`src/rtl/fp_pkg.sv`:
```
// rtl/fp_pkg.sv - shared floating-point datapath widths and result flag type
package fp_pkg;

   localparam int MANT_W  = 24;
   localparam int EXP_W   = 8;
   localparam int EXP_MAX = (1 << EXP_W) - 1;
   localparam int LZC_W   = $clog2(MANT_W + 1);

   typedef struct packed {
      logic zero;
      logic underflow;
      logic overflow;
   } flags_t;

endpackage

```
`src/rtl/left_barrel_shifter.sv`:
```
// rtl/left_barrel_shifter.sv - logarithmic left shifter with zero fill
module left_barrel_shifter #(
   parameter int W   = 24,
   parameter int S_W = 5
) (
   input  logic [W-1:0]   data,
   input  logic [S_W-1:0] amt,
   output logic [W-1:0]   result
);

   logic [W-1:0] stg [S_W+1];

   assign stg[0] = data;

   for (genvar i = 0; i < S_W; i++) begin : g_stage
      assign stg[i+1] = amt[i] ? (stg[i] << (2 ** i)) : stg[i];
   end

   assign result = stg[S_W];

endmodule

```
`src/rtl/mantissa_normalizer.sv`:
```
// rtl/mantissa_normalizer.sv - two-stage post-add normalizer with valid/ready flow control
module mantissa_normalizer
   import fp_pkg::*;
#(
   parameter int MANT_W = fp_pkg::MANT_W,
   parameter int EXP_W  = fp_pkg::EXP_W
) (
   input  logic              Clk,
   input  logic              Rst,
   input  logic              In_Valid,
   output logic              In_Ready,
   input  logic [MANT_W:0]   Mant_In,
   input  logic [EXP_W-1:0]  Exp_In,
   input  logic              Sign_In,
   output logic              Out_Valid,
   input  logic              Out_Ready,
   output logic [MANT_W-1:0] Mant_Out,
   output logic [EXP_W-1:0]  Exp_Out,
   output logic              Sign_Out,
   output logic              Zero,
   output logic              Underflow,
   output logic              Overflow
);

   localparam int LZC_BITS = $clog2(MANT_W + 1);
   localparam int XW       = EXP_W + 1;
   localparam logic [XW-1:0] EXP_TOP = XW'((1 << EXP_W) - 1);

   logic                v1, v2, adv1, adv2;
   logic                c1, s1;
   logic [LZC_BITS-1:0] lzc_d, lzc1;
   logic [MANT_W-1:0]   low1, shifted, m_d;
   logic [EXP_W-1:0]    exp1, e_d;
   logic [XW-1:0]       e_inc;
   flags_t              f_d;

   assign adv2      = !v2 || Out_Ready;
   assign adv1      = !v1 || adv2;
   assign In_Ready  = !Rst && adv1;
   assign Out_Valid = v2;

   // Highest set bit wins; an all-zero field reports MANT_W.
   always_comb begin
      lzc_d = LZC_BITS'(MANT_W);
      for (int i = 0; i < MANT_W; i++) begin
         if (Mant_In[i]) lzc_d = LZC_BITS'(MANT_W - 1 - i);
      end
   end

   always_ff @(posedge Clk) begin
      if (Rst) begin
         v1   <= 1'b0;
         c1   <= 1'b0;
         lzc1 <= '0;
         low1 <= '0;
         exp1 <= '0;
         s1   <= 1'b0;
      end else if (adv1) begin
         v1   <= In_Valid;
         c1   <= Mant_In[MANT_W];
         lzc1 <= lzc_d;
         low1 <= Mant_In[MANT_W-1:0];
         exp1 <= Exp_In;
         s1   <= Sign_In;
      end
   end

   left_barrel_shifter #(.W(MANT_W), .S_W(LZC_BITS)) u_shift (
      .data   (low1),
      .amt    (lzc1),
      .result (shifted)
   );

   // Exponent compares are one bit wider so Exp_In+1 cannot wrap past the limit.
   assign e_inc = XW'(exp1) + XW'(1);

   always_comb begin
      m_d = '0;
      e_d = '0;
      f_d = '0;
      if (c1) begin
         if (e_inc >= EXP_TOP) begin
            f_d.overflow = 1'b1;
            e_d          = '1;
         end else begin
            m_d = {1'b1, low1[MANT_W-1:1]};
            e_d = e_inc[EXP_W-1:0];
         end
      end else if (lzc1 == LZC_BITS'(MANT_W)) begin
         f_d.zero = 1'b1;
      end else if (XW'(lzc1) >= XW'(exp1)) begin
         f_d.underflow = 1'b1;
      end else begin
         m_d = shifted;
         e_d = exp1 - EXP_W'(lzc1);
      end
   end

   always_ff @(posedge Clk) begin
      if (Rst) begin
         v2        <= 1'b0;
         Mant_Out  <= '0;
         Exp_Out   <= '0;
         Sign_Out  <= 1'b0;
         Zero      <= 1'b0;
         Underflow <= 1'b0;
         Overflow  <= 1'b0;
      end else if (adv2) begin
         v2        <= v1;
         Mant_Out  <= m_d;
         Exp_Out   <= e_d;
         Sign_Out  <= s1;
         Zero      <= f_d.zero;
         Underflow <= f_d.underflow;
         Overflow  <= f_d.overflow;
      end
   end

endmodule

```
`config.mk`:
```
export PLATFORM = sky130hd
export DESIGN_NAME = mantissa_normalizer
export DESIGN_NICKNAME = d
export VERILOG_FILES = /design/src/rtl/fp_pkg.sv /design/src/rtl/left_barrel_shifter.sv /design/src/rtl/mantissa_normalizer.sv
export SDC_FILE = /design/constraint.sdc
export NUM_CORES = 1
export LEC_CHECK = 0
export BUFFER_PORTS_ARGS = -buffer_cell sky130_fd_sc_hd__clkbuf_2
export CAP_MARGIN = 0
export CORE_UTILIZATION = 32
export CTS_CLUSTER_DIAMETER = 150
export DETAILED_ROUTE_END_ITERATION = 7
export PLACE_DENSITY = 0.59
export SLEW_MARGIN = 25
export SYNTH_ARGS = -nofsm -noshare
export SYNTH_HDL_FRONTEND = slang
export SYNTH_SLANG_ARGS = --single-unit
```
`constraint.sdc`:
```
create_clock -name Clk -period 3.4 [get_ports Clk]
set_input_delay 0.34 -clock Clk [delete_from_list [all_inputs] [get_ports Clk]]
set_output_delay 0.34 -clock Clk [all_outputs]
set_load 0.1 [all_outputs]
```
==> results <==
- The run finished with clean final reports.
- By count the netlist is led by nand2_1, dfxtp_1, a21oi_1.
- Combinational logic burns 26.6% of the power.
- Once the clock tree was built, the setup fixing pass inserted 0 buffers.
- The synthesized design spends more area on one cell type than any other, namely dfxtp_1.
- The achievable clock frequency is approximately 380 MHz.
- The count of TritonRoute iterations in the first routing pass is 5.
- Global routing finished with a remaining overflow of 0.
- The initial core utilization is 32.9%.
- The root cell of the clock tree is clkbuf_16.
- The antenna diode instance count is 0.
- The top cell type by area accounts for 30.8% of the synthesized area.
- The clock transition at the registers of the reported paths is 0.06 ns.
- The first routing iteration left 433 violations.
- The data required time at the worst endpoint is 3.61 ns.
- The source-to-sink clock delay at the later pin of the worst-skew pair is 0.33 ns.
- Detailed placement finished with a half-perimeter wire length of 12000 um.
- Once detail routing completed, the nets flagged for antenna violations numbered 0.
- Setup repair after global routing left no endpoint under its margin.
- The maximum fanout encountered on the critical timing path is 19.
- In this run the most critical hold path is launched from In_Valid.
- The number of ports placed on the die boundary is 76.
- In the final layout, the share of cells above drive strength 1 is 22.6%.
- In this run the standard cell core region covers 0.0152 sq mm.
- After synthesis, the cell types taking the most area are dfxtp_1, nand2_1, a21oi_1.
- Counting I/O delays and the setup requirement, the final critical path takes 2.67 ns.
- Tracing the worst setup path back leads to its startpoint at lzc1[1].
- After detailed placement, the design holds a cell count of 864.
- The standard-cell row count is 45.
- The total net switching power is 972 uW.
- Internal power comes to ~1800 uW.
- The share of the yosys chip area belonging to registers is 30.8%.
- The number of antenna violations at the first check in global routing came to 0.
- Registers are responsible for 38.4% of the overall power.
- After layout, the worst setup slack is 0.735 ns.
- The routed design has 16000 um of wire.
- The number of clock buffers inserted by TritonCTS is 9.
- The port buffer count is 75.
- At the placement stage, the worst setup path has a slack of 0.826 ns.
- The aggregate negative setup slack is 0 ns.
- The layout net count is 733.
- Compared with the post-synthesis result, the final layout area differs by 15.8%.
- The number of nets produced by synthesis is a little under 700.
- By startpoint and endpoint, the worst setup path is classified as register to register.
- Synthesis handed over a netlist of 634 instances.
- The count of different cell masters after synthesis is a little under 70.
- Setup violations remaining at the end of the flow were counted as 0.
- The via count of the first global-routing pass came to 4557.
- The routed length per placed instance is ~18 um.
- The finished cells cover between 0.005 and 0.006 sq mm.
- The overall power consumption is 2720 uW.
- The residual DRC count is 0.
- Dividing total power by cell area gives a power density of 470 mW/mm^2.
- The yosys synthesis warning count is 0.
- The count of pins over their slew limit is 0.
- The launch point of the worst reg-to-reg path is lzc1[1].
- The via count is 4988.
- In the post-synthesis netlist, the cell with the most instances is nand2_1.
- The clock tree synthesis step divided the H-tree into 3 levels.
- Between clock sinks in the finished design, the worst skew comes to 0.00594 ns.
- The via density per instance is 5.68.
- The final number of hold-violating endpoints is 0.
- Across every metal layer, demand over resource in global routing totals between 20% and 30%.
- The global-route wire length before repair is roughly 25000 um.
- The net switching share of the total power is 35.7%.
- In this run the static leakage power is 0.00237 uW.
- STA puts the critical path data arrival time at 2.87 ns.
- The die is 127 um tall.
- The total cell area at the placement stage is 0.00550 sq mm.
- STA classifies the critical path endpoint as a register.
- The final weighted congestion of routability-driven global placement is 0.916.
- The number of sinks driven by the clock tree is slightly below 80.
- Counting along the longest clock path gives a buffer depth of 2.
- IR analysis of the VDD net gives a maximum drop of 0.231 mV.
- The clock tree from TritonCTS is done.
- Entering global routing, the biggest net connects 35 pins.
- Averaged over all synthesized cells, the footprint is 7.89 sq um.
- For this run, the leading register cell type out of synthesis is dfxtp_1.
- The worst min-delay path category is input pin to register.
- The worst pin sits at a relative slew slack of between 50% and 60%.
- In the synthesized netlist the async set-or-reset flop fraction comes to 0%.
- At the pin with the least slew margin, the transition time is approximately 0.7 ns.
- In this run, post-CTS repair resized a total of 0 instances.
- The count of cells in the finished layout, fillers not included, comes to 878.
- The full die area is 0.0161 sq mm.
- The clock group share of total power is 35.0%.
- In this run the cell area of the synthesized design comes to 0.00500 sq mm.
- The number of hold buffers added after CTS is 0.
- The nature of the critical path startpoint is a register.
- The width of the chip is 127 um.
- The number of flip-flops and latches in the synthesized netlist is 77.
- Counting flops with a built-in enable in the synthesized netlist gives 0.
- The final critical path takes up about four fifths of the cycle.
- The number of max-cap violations is 0.
## layout make-up
type / instances / area [sq um]
repair buffers: 89 / 480
inverters: 14 / 52.6
multi-input cells: 496 / 3190
flip-flops and latches: 77 / 1540
clock inverters: 4 / 50.0
fillers: 1634 / 9410
clock buffers: 10 / 239
well taps: 188 / 235
## cell families (layout without fill, tap and decap cells)
| logic type | count (synthesis) | in the layout | synth area share, % |
|---|---|---|---|
| simple gates | 240 | 240 | 21.3 |
| fa+ha+maj | 8 | 8 | 2.15 |
| buf+inv | 61 | 117 | 5.43 |
| compound gates | 183 | 183 | 23.2 |
| mux | 59 | 59 | 16.0 |
| flops | 77 | 77 | 30.8 |
| xor+xnor | 6 | 6 | 1.05 |
## placed cells by master (no fill, tap or decap), types with 7 or more instances in the layout
master / n
nor3_1: 20
mux2i_1: 22
nand3_1: 8
o22ai_1: 20
clkbuf_16: 9
ha_1: 7
o21ai_0: 22
and3_1: 13
nor2b_1: 7
clkbuf_2: 75
buf_4: 14
mux4_2: 13
nor2_1: 61
nand2_1: 108
a211oi_1: 14
o21ai_1: 7
mux2_2: 18
a21oi_1: 66
dfxtp_1: 76
a221oi_1: 7
inv_1: 10
## sequential cells by signal, indices dropped and copies added (netlist names), 5 cells and up
signal    flops
Exp_Out       8
Mant_Out     24
exp1          8
low1         24
lzc1          5
## metal layers
metal	GRT usage [%]	share of wire, %	vias to the layer above
li1	-	-	2418
met1	30.2	50	2354
met2	28.9	42	196
met3	3.81	6.4	20
met4	6.30	1.8	0
met5	0	0	-
## metrics by stage
stage	utilization [%]	hold slack, ns
2_1_floorplan	-	0.432
4_1_cts	38.1	0.214
5_1_grt	38.1	0.226
3_3_place_gp	36.2	0.442
6_report	38.1	0.223
3_5_place_dp	36.2	0.457
## worst max-delay path, cell delays in order, from the launching register on
cell      delay, ns
dfxtp_2        0.64
inv_2          0.16
fa_1           0.50
a211oi_1       0.32
o211ai_1       0.18
nand2_1        0.16
nor3_2         0.13
a221oi_1       0.36
nor3_1         0.08
## power by group through the flow
stage               Sequential, uW  Clock (uW)  Combinational, uW
floorplan                     1280           0                326
global placement              1060           0                718
detailed placement            1060           0                717
CTS                           1040         972                719
global route                  1050        1010                774
finish                        1050         954                725
## path summary, 6_finish.rpt
path,slack [ns],end,depth (start not counted)
worst max-delay path,0.73,Mant_Out[17],8
worst min-delay path,0.22,v1,3
worst max register to register,0.73,Mant_Out[17],8
worst min register to register,0.46,Overflow,2
No activity file was read; power rests on OpenSTA's default activity.
